**src/rtl/imm_gen_pipe.sv**
```systemverilog
// imm_gen_pipe: registered RV32I/RV64I immediate generator behind a 2-entry skid buffer (optional IMM_GEN_ILLEGAL_EN adds illegal_o)
module imm_gen_pipe #(
    parameter int XLEN  = 32,
    parameter int TAG_W = 8
) (
    input  logic             clk,
    input  logic             reset,
    input  logic             instr_valid_i,
    output logic             instr_ready_o,
    input  logic [31:0]      instr_i,
    input  logic [TAG_W-1:0] tag_i,
    output logic             imm_valid_o,
    input  logic             imm_ready_i,
    output logic [XLEN-1:0]  imm_o,
    output logic [2:0]       imm_fmt_o,
    output logic [TAG_W-1:0] tag_o,
    output logic             illegal_o
);
    logic [6:0]      op;
    logic [2:0]      fmt;
    logic [31:0]     imm32;
    logic [XLEN-1:0] imm;
    logic            s;
    assign op = instr_i[6:0];
    assign s  = instr_i[31];
    // decode the format and build the 32-bit immediate, then sign-extend from bit 31
    always_comb begin
        fmt = (op == 7'h13 || op == 7'h03 || op == 7'h67 || (XLEN == 64 && op == 7'h1B)) ? 3'd1 :
              (op == 7'h23) ? 3'd2 :
              (op == 7'h63) ? 3'd3 :
              (op == 7'h37 || op == 7'h17) ? 3'd4 :
              (op == 7'h6F) ? 3'd5 : 3'd0;
        imm32 = (fmt == 3'd1) ? {{20{s}}, instr_i[31:20]} :
                (fmt == 3'd2) ? {{20{s}}, instr_i[31:25], instr_i[11:7]} :
                (fmt == 3'd3) ? {{19{s}}, s, instr_i[7], instr_i[30:25], instr_i[11:8], 1'b0} :
                (fmt == 3'd4) ? {instr_i[31:12], 12'b0} :
                (fmt == 3'd5) ? {{11{s}}, s, instr_i[19:12], instr_i[20], instr_i[30:21], 1'b0} : 32'd0;
        imm = XLEN'($signed(imm32));
    end
`ifdef IMM_GEN_ILLEGAL_EN
    localparam int PW = XLEN + TAG_W + 4;
    logic ill;
    assign ill = (fmt == 3'd0) && !(op == 7'h33 || (XLEN == 64 && op == 7'h3B));
    logic [PW-1:0] in_pl, out_pl, skid_pl;
    assign in_pl = {ill, fmt, imm, tag_i};
    assign {illegal_o, imm_fmt_o, imm_o, tag_o} = out_pl;
`else
    localparam int PW = XLEN + TAG_W + 3;
    logic [PW-1:0] in_pl, out_pl, skid_pl;
    assign in_pl = {fmt, imm, tag_i};
    assign {imm_fmt_o, imm_o, tag_o} = out_pl;
    assign illegal_o = 1'b0;
`endif
    logic out_valid, skid_valid, accept;
    assign imm_valid_o   = out_valid;
    assign instr_ready_o = !skid_valid;
    assign accept        = instr_valid_i && instr_ready_o;
    // output register refills from skid first, else from the input; a stalled output diverts input into skid
    always_ff @(posedge clk) begin
        if (reset) begin
            out_valid  <= 1'b0;
            skid_valid <= 1'b0;
            out_pl     <= '0;
            skid_pl    <= '0;
        end else if (!out_valid || imm_ready_i) begin
            if (skid_valid) begin
                out_pl     <= skid_pl;
                out_valid  <= 1'b1;
                skid_valid <= 1'b0;
            end else begin
                out_valid <= accept;
                if (accept) out_pl <= in_pl;
            end
        end else if (accept) begin
            skid_pl    <= in_pl;
            skid_valid <= 1'b1;
        end
    end
endmodule

```
**config.mk**
```make
export PLATFORM = sky130hd
export DESIGN_NAME = imm_gen_pipe
export DESIGN_NICKNAME = d
export VERILOG_FILES = /design/src/rtl/imm_gen_pipe.sv
export SDC_FILE = /design/constraint.sdc
export NUM_CORES = 1
export LEC_CHECK = 0
export ABC_AREA = 1
export CELL_PAD_IN_SITES_DETAIL_PLACEMENT = 0
export CELL_PAD_IN_SITES_GLOBAL_PLACEMENT = 1
export CORE_ASPECT_RATIO = 1.5
export CORE_MARGIN = 8
export CORE_UTILIZATION = 39
export DETAILED_ROUTE_END_ITERATION = 7
export MAX_ROUTING_LAYER = met4
export PLACE_DENSITY = 0.93
export SLEW_MARGIN = 0
export SYNTH_ARGS = -nofsm -noshare
export SYNTH_HDL_FRONTEND = slang
export SYNTH_SLANG_ARGS = --single-unit
export TNS_END_PERCENT = 20
```
**constraint.sdc**
```tcl
create_clock -name clk -period 2.23 [get_ports clk]
set_clock_uncertainty 0.15 [all_clocks]
set_input_delay 0.223 -clock clk [delete_from_list [all_inputs] [get_ports clk]]
set_output_delay 0.223 -clock clk [all_outputs]
set_load 0.02 [all_outputs]
```
==> tab_implementation.tex, run 1 <==
\begin{tabular}{lr}
\hline
Metric & Value \\
\hline
\multicolumn{2}{l}{\textbf{Synth}} \\
Netlist Area Pre-Place & $\sim$0.0042 mm2 \\
YS warnings & 0 \\
Post-Syn Area per Cell & slightly below 7 um2 \\
Sequential cell area fraction in the yosys report & between 40\% and 50\% \\
Number of synthesized register bits & approximately 90 \\
Number of distinct library cells after synthesis & 24 \\
Syn\_nets & between 600 and 700 \\
Cell count after synthesis & between 600 and 700 \\
Leading area contributor after synthesis & dfxtp\_1 \\
Top cells by area, synth & dfxtp\_1 (42\%), nand2\_1 (10\%), nand3\_1 (9.1\%), nor2\_1 (8.6\%), a21oi\_1 (6.3\%) \\
Fraction of post-synthesis cell area in the top cell type by area & a little over 40\% \\
\multicolumn{2}{l}{\textbf{STA}} \\
Post-route setup slack & $\sim$200 ps \\
Pin slew with the least headroom to its limit & 625.5 ps \\
TNS Setup & 0 ps \\
Final number of setup-violating endpoints & 0 \\
Minimum period implied by the final worst setup slack & a little over 2000 ps \\
Unrepaired setup endpoints after global routing & no \\
Hold Vio Cnt, Final & 0 \\
Worst rel slew slack & 58.14\% \\
Final number of max-transition violations & 0 \\
Max frequency & between 0.4 and 0.5 GHz \\
Final critical-path share of the clock period & between 90\% and 100\% \\
\multicolumn{2}{l}{\textbf{Clock tree}} \\
TritonCTS clock tree & built \\
Number of buffers inserted by hold repair at cts & 0 \\
H-tree depth & 3 \\
Number of buffers on the longest clock path & 2 \\
Number of cells upsized or downsized after cts & 0 \\
Cts bufs inserted & 9 \\
Clock transition at path regs & around 60 ps \\
Number of setup buffers added after CTS & 0 \\
CTS root buf & clkbuf\_16 \\
Number of clock sinks & 88 \\
Source-to-sink clock delay at the later pin of the worst-skew pair & approximately 330 ps \\
\multicolumn{2}{l}{\textbf{Route}} \\
Routed wire length per instance & approximately 14 um \\
DRC violation total after the first TritonRoute iteration & approximately 220 \\
Via count of the routed design & around 4200 \\
Via density & 5.052 \\
First-pass iteration count of the detailed router & 4 \\
Number of nets with antenna violations after detailed routing & 0 \\
Detailed-route wire length & about 12000 um \\
Remaining DRCs & 0 \\
\multicolumn{2}{l}{\textbf{Status}} \\
Outcome & finished, final reports clean \\
\multicolumn{2}{l}{\textbf{Pwr}} \\
Leakage power total & $\sim$2.6 nW \\
Worst voltage drop across the vdd grid & roughly 0.40 mV \\
Power Dens Cells & 636.0 mW/mm2 \\
\multicolumn{2}{l}{\textbf{Floorplan}} \\
Core Area & about 0.011 mm2 \\
Number of placement rows & 46 \\
Boundary pin count & 90 \\
Die width & just over 100 um \\
Total die area & roughly 0.015 mm2 \\
Initial Util & about 40\% \\
Die span in y & 143.7 um \\
\multicolumn{2}{l}{\textbf{Placed design}} \\
Global placer's final weighted congestion & between 0.8 and 0.9 \\
Port-buffer cells & a little under 90 \\
Placement Setup Slack & $\sim$120 ps \\
Half-perimeter wire length after detailed placement & 8359 um \\
\multicolumn{2}{l}{\textbf{GRT}} \\
Number of global-route vias before repair & 4017 \\
Leftover overflow at the end of global routing & 0 \\
Initial antenna violation count & 0 \\
Wire length of the first global-routing pass & just under 20000 um \\
Pin count of the biggest net entering global routing & around 70 \\
Combined global-route utilization of all metal layers & roughly 17\% \\
\multicolumn{2}{l}{\textbf{Layout}} \\
Area added between synthesis and finish & 30.28\% \\
Layout Nets & 730 \\
Total area of multi-input combinational cells & 0.002100 mm2 \\
Area taken by flip-flops and latches & roughly 0.0018 mm2 \\
Share of layout cells above drive strength 1 & 8.128\% \\
Antenna diode instance count & 0 \\
Filler cell count & around 1100 \\
Most common cell after layout, fill and taps aside & nand2\_1 \\
Commonest cells after routing, fill and taps aside & nand2\_1 (114), nor2\_1 (97), dfxtp\_1 (88), clkdlybuf4s50\_1 (88), nand3\_1 (77) \\
\multicolumn{2}{l}{\textbf{Critical path}} \\
Depth of the worst register-to-register path & 6 \\
Startpoint-to-endpoint class of the critical path & reg -> out \\
Worst setup SP type & flip-flop \\
Critical path capture point type & output port \\
Data required time at the worst endpoint & between 1500 and 2000 ps \\
CP Max Fanout & 11 \\
CP arrival & between 1500 and 2000 ps \\
\multicolumn{2}{l}{\textbf{Worst hold path}} \\
Number of cells on the worst hold path & 2 \\
Worst min-delay path class & reg -> reg \\
\multicolumn{2}{l}{\textbf{Flow run}} \\
Number of max-capacitance violations reported & 0 \\
\hline
\end{tabular}
power by group:
group	internal (mW)	switching, mW	total, mW
logic	0.222	0.278	0.499
registers	1.64	0.0347	1.67
clock network	0.772	0.568	1.34
final timing paths:
| check | start | endpoint | slack [ps] |
|---|---|---|---|
| worst max-delay path | skid_valid$_SDFFE_PP0P_ | instr_ready_o | 200 |
| worst min-delay path | out_pl[31]$_SDFFE_PP0P_ | out_pl[31]$_SDFFE_PP0P_ | 310 |
| worst max register to register | skid_valid$_SDFFE_PP0P_ | out_pl[3]$_SDFFE_PP0P_ | 350 |
| worst min register to register | out_pl[31]$_SDFFE_PP0P_ | out_pl[31]$_SDFFE_PP0P_ | 310 |
through the flow:
step / instances / utilization, % / hold WS, ps / total power, mW / instance area [um2]
after CTS: 833 / 52.15 / 315.2 / 3.552 / 5523
after global placement: 819 / 49.74 / 303.3 / 2.199 / 5268
after floorplan: 614 / - / 207.9 / 1.964 / 4239
after global routing: 833 / 52.15 / 325.3 / 3.670 / 5523
after detailed placement: 819 / 49.74 / 306.1 / 2.206 / 5268
final: 833 / 52.15 / 311.2 / 3.513 / 5523
area by class of cell:
| cell class | count | share of cell area, % |
|---|---|---|
| clock buffer | 13 | 4.531 |
| sequential | 88 | 31.90 |
| tap | 144 | 3.262 |
| timing repair buffer | 106 | 19.08 |
| clock inverter | 1 | 0.09062 |
| multi-input combinational | 435 | 38.02 |
| inverter | 46 | 3.126 |
cells in the mapped netlist:
library cell	n
dfxtp_1	88
o21bai_1	1
nand3_1	77
nand2_4	2
a31oi_1	8
clkbuf_1	23
inv_1	42
nor2_4	4
buf_4	4
nor3_2	1
o21ai_0	35
buf_2	16
nor2_1	97
nor3_1	1
buf_6	2
nor2_2	1
nand3_2	9
nand2_1	114
o211ai_1	25
o21ai_2	1
nand2_2	5
inv_2	4
conb_1	1
a21oi_1	53
flip-flops by register name, summed over array words and instances, names as in the netlist:
name and cells:
skid_valid 1, skid_pl 43, out_pl 43, imm_valid_o 1
per-layer routing:
| layer | GRT usage (%) | routed length [um] | up-vias |
|---|---|---|---|
| met5 | - | 0 | - |
| met4 | 6.068 | 196 | 0 |
| met3 | 3.584 | 602 | 15 |
| met2 | 27.96 | 5911 | 102 |
| met1 | 19.44 | 5055 | 1934 |
| li1 | - | - | 2157 |
logic make-up (layout without fill, tap and decap cells):
family / after synthesis / in the layout / synth area share, %
compound gates: 123 / 123 / 16.38
buf+inv: 91 / 166 / 9.238
flops: 88 / 88 / 41.56
other cells: 1 / 1 / 0.08846
simple gates: 311 / 311 / 32.73
critical path, stage by stage, from the launching register on:
cell             delay [ps]
dfxtp_1                 310
buf_4                   170
inv_2                   190
clkdlybuf4s50_1         650
Note: power is estimated with default switching activity, not from simulation.
==> inputs of run 2 (changes only) <==
CORE_UTILIZATION = 36   (was 39)
PLACE_DENSITY = 0.87   (was 0.93)
SLEW_MARGIN = 40   (was 0)
clock period = 2.3 ns   (was 2.23 ns; I/O delays follow)
==> tab_implementation.tex, run 2 (synthesis results as in run 1) <==
\begin{tabular}{lr}
\hline
Metric & Value \\
\hline
\multicolumn{2}{l}{\textbf{Pwr}} \\
Net Sw Frac & 25.65\% \\
Leakage power total & roughly 2.6 nW \\
Part of the power in combinational logic & a little over an eighth \\
Internal Dissipation & 2.592 mW \\
Seq pwr share & between 40\% and 50\% \\
Power spent charging and discharging nets & 0.8941 mW \\
Fraction of power consumed by the clock network & about two fifths \\
Power Dens Cells & around 630 mW/mm2 \\
Worst voltage drop across the vdd grid & around 0.42 mV \\
\multicolumn{2}{l}{\textbf{Critical path}} \\
Depth of the worst register-to-register path & 5 \\
Data required time at the worst endpoint & around 1900 ps \\
Worst setup SP type & flip-flop \\
Setup slack of the most critical reg-to-reg path & approximately 450 ps \\
Worst r2r src & skid\_valid\$\_SDFFE\_PP0P\_ \\
Critical path capture point type & output port \\
CP Max Fanout & 6 \\
Worst reg2reg endpoint & out\_pl[40]\$\_SDFFE\_PP0P\_ \\
CP arrival & between 1500 and 2000 ps \\
Startpoint-to-endpoint class of the critical path & reg -> out \\
\multicolumn{2}{l}{\textbf{Route}} \\
Number of nets with antenna violations after detailed routing & 0 \\
Detailed-route wire length & $\sim$12000 um \\
Remaining DRCs & 0 \\
DRC violation total after the first TritonRoute iteration & 205 \\
Via count of the routed design & 4242 \\
First-pass iteration count of the detailed router & 5 \\
Routed wire length per instance & between 10 and 15 um \\
Via density & roughly 5.0 \\
\multicolumn{2}{l}{\textbf{Layout}} \\
Area added between synthesis and finish & 30.58\% \\
Layout Nets & 731 \\
Share of layout cells above drive strength 1 & under 10\% \\
Commonest cells after routing, fill and taps aside & nand2\_1 (114), nor2\_1 (97), dfxtp\_1 (88), clkdlybuf4s50\_1 (88), nand3\_1 (77) \\
Antenna diode instance count & 0 \\
Most common cell after layout, fill and taps aside & nand2\_1 \\
Filler cell count & 1187 \\
Largest registers & out\_pl x43, skid\_pl x43 \\
Finished Cell Area & between 0.005 and 0.006 mm2 \\
\multicolumn{2}{l}{\textbf{Clock tree}} \\
TritonCTS clock tree & built \\
Number of buffers on the longest clock path & 2 \\
Number of cells upsized or downsized after cts & 0 \\
Number of buffers inserted by hold repair at cts & 0 \\
Cts bufs inserted & 9 \\
Number of setup buffers added after CTS & 0 \\
H-tree depth & 3 \\
Source-to-sink clock delay at the later pin of the worst-skew pair & between 300 and 400 ps \\
CTS root buf & clkbuf\_16 \\
Number of clock sinks & between 80 and 90 \\
Clock transition at path regs & $\sim$60 ps \\
\multicolumn{2}{l}{\textbf{Floorplan}} \\
Die span in y & 148.9 um \\
Total die area & between 0.015 and 0.02 mm2 \\
Core Area & approximately 0.012 mm2 \\
Initial Util & a little under two fifths \\
Boundary pin count & 90 \\
Die width & between 100 and 150 um \\
Number of placement rows & 48 \\
\multicolumn{2}{l}{\textbf{STA}} \\
Hold Vio Cnt, Final & 0 \\
Minimum period implied by the final worst setup slack & approximately 2000 ps \\
Final number of max-transition violations & 0 \\
Final number of setup-violating endpoints & 0 \\
Final critical-path share of the clock period & between 80 and 90\% \\
Max frequency & roughly 0.5 GHz \\
Worst hold slack after final layout & roughly 310 ps \\
TNS Setup & 0 ps \\
Unrepaired setup endpoints after global routing & no \\
\multicolumn{2}{l}{\textbf{Worst hold path}} \\
Worst min-delay path class & reg -> reg \\
Startpoint of the tightest hold check path & out\_pl[38]\$\_SDFFE\_PP0P\_ \\
Number of cells on the worst hold path & 2 \\
Hold worst-path end & out\_pl[38]\$\_SDFFE\_PP0P\_ \\
\multicolumn{2}{l}{\textbf{Flow run}} \\
Number of max-capacitance violations reported & 0 \\
\multicolumn{2}{l}{\textbf{GRT}} \\
Pin count of the biggest net entering global routing & 55 \\
Initial antenna violation count & 0 \\
Number of global-route vias before repair & between 4000 and 5000 \\
Leftover overflow at the end of global routing & 0 \\
Combined global-route utilization of all metal layers & roughly 16\% \\
Wire length of the first global-routing pass & roughly 20000 um \\
\multicolumn{2}{l}{\textbf{Placed design}} \\
Cell area after placement & between 0.005 and 0.006 mm2 \\
Half-perimeter wire length after detailed placement & a little under 9000 um \\
Port-buffer cells & 88 \\
Global placer's final weighted congestion & approximately 0.84 \\
\multicolumn{2}{l}{\textbf{Status}} \\
Outcome & finished, final reports clean \\
\hline
\end{tabular}
## run 2: stage by stage
stage	instances	util [%]	total power [mW]	setup slack (ps)
2_1_floorplan	614	-	1.904	745.8
3_3_place_gp	826	45.59	2.129	145.4
3_5_place_dp	826	45.59	2.136	116.6
4_1_cts	842	48.00	3.515	265.7
5_1_grt	842	48.00	3.636	213.8
6_report	842	48.00	3.486	288.3
## run 2: layer usage
metal / vias to the layer above / GRT usage, % / share of wire (%)
met3: 17 / 3.893 / 4.7
met5: - / - / 0
met4: 0 / 5.520 / 1.3
met2: 125 / 27.67 / 50
met1: 1946 / 18.30 / 44
li1: 2154 / - / -
## run 2: worst max-delay path by stage
stage                                        start                       end  slack, ps  cells after the start
after floorplan           imm_valid_o$_SDFFE_PP0P_  skid_pl[28]$_SDFFE_PP0P_        750                      6
after global placement                  instr_i[1]   out_pl[31]$_SDFFE_PP0P_        150                      9
after detailed placement                instr_i[0]   out_pl[37]$_SDFFE_PP0P_        120                      9
after CTS                  skid_valid$_SDFFE_PP0P_             instr_ready_o        270                      3
after global routing       skid_valid$_SDFFE_PP0P_             instr_ready_o        210                      3
final                      skid_valid$_SDFFE_PP0P_             instr_ready_o        290                      3
## run 2: final cells by class
class	count	area (um2)	area share (%)
clock inverters	2	13.76	0.2486
well taps	150	187.7	3.391
repair buffers	107	1036	18.72
multi-input cells	435	2100	37.93
flip-flops and latches	88	1762	31.83
clock buffers	14	264.0	4.769
inverters	46	172.7	3.119
## run 2: worst max-delay path, cell delays in order, from the launching register on
cell,delay (ps)
dfxtp_1,510
buf_4,190
inv_2,50
clkdlybuf4s50_1,530
## run 2: power by group through the flow
stage / Clock, mW / Sequential, mW / Combinational (mW)
after detailed placement: 0 / 1.66 / 0.480
after CTS: 1.41 / 1.62 / 0.482
after global placement: 0 / 1.65 / 0.474
after floorplan: 0 / 1.69 / 0.216
final: 1.38 / 1.62 / 0.478
after global routing: 1.48 / 1.63 / 0.527
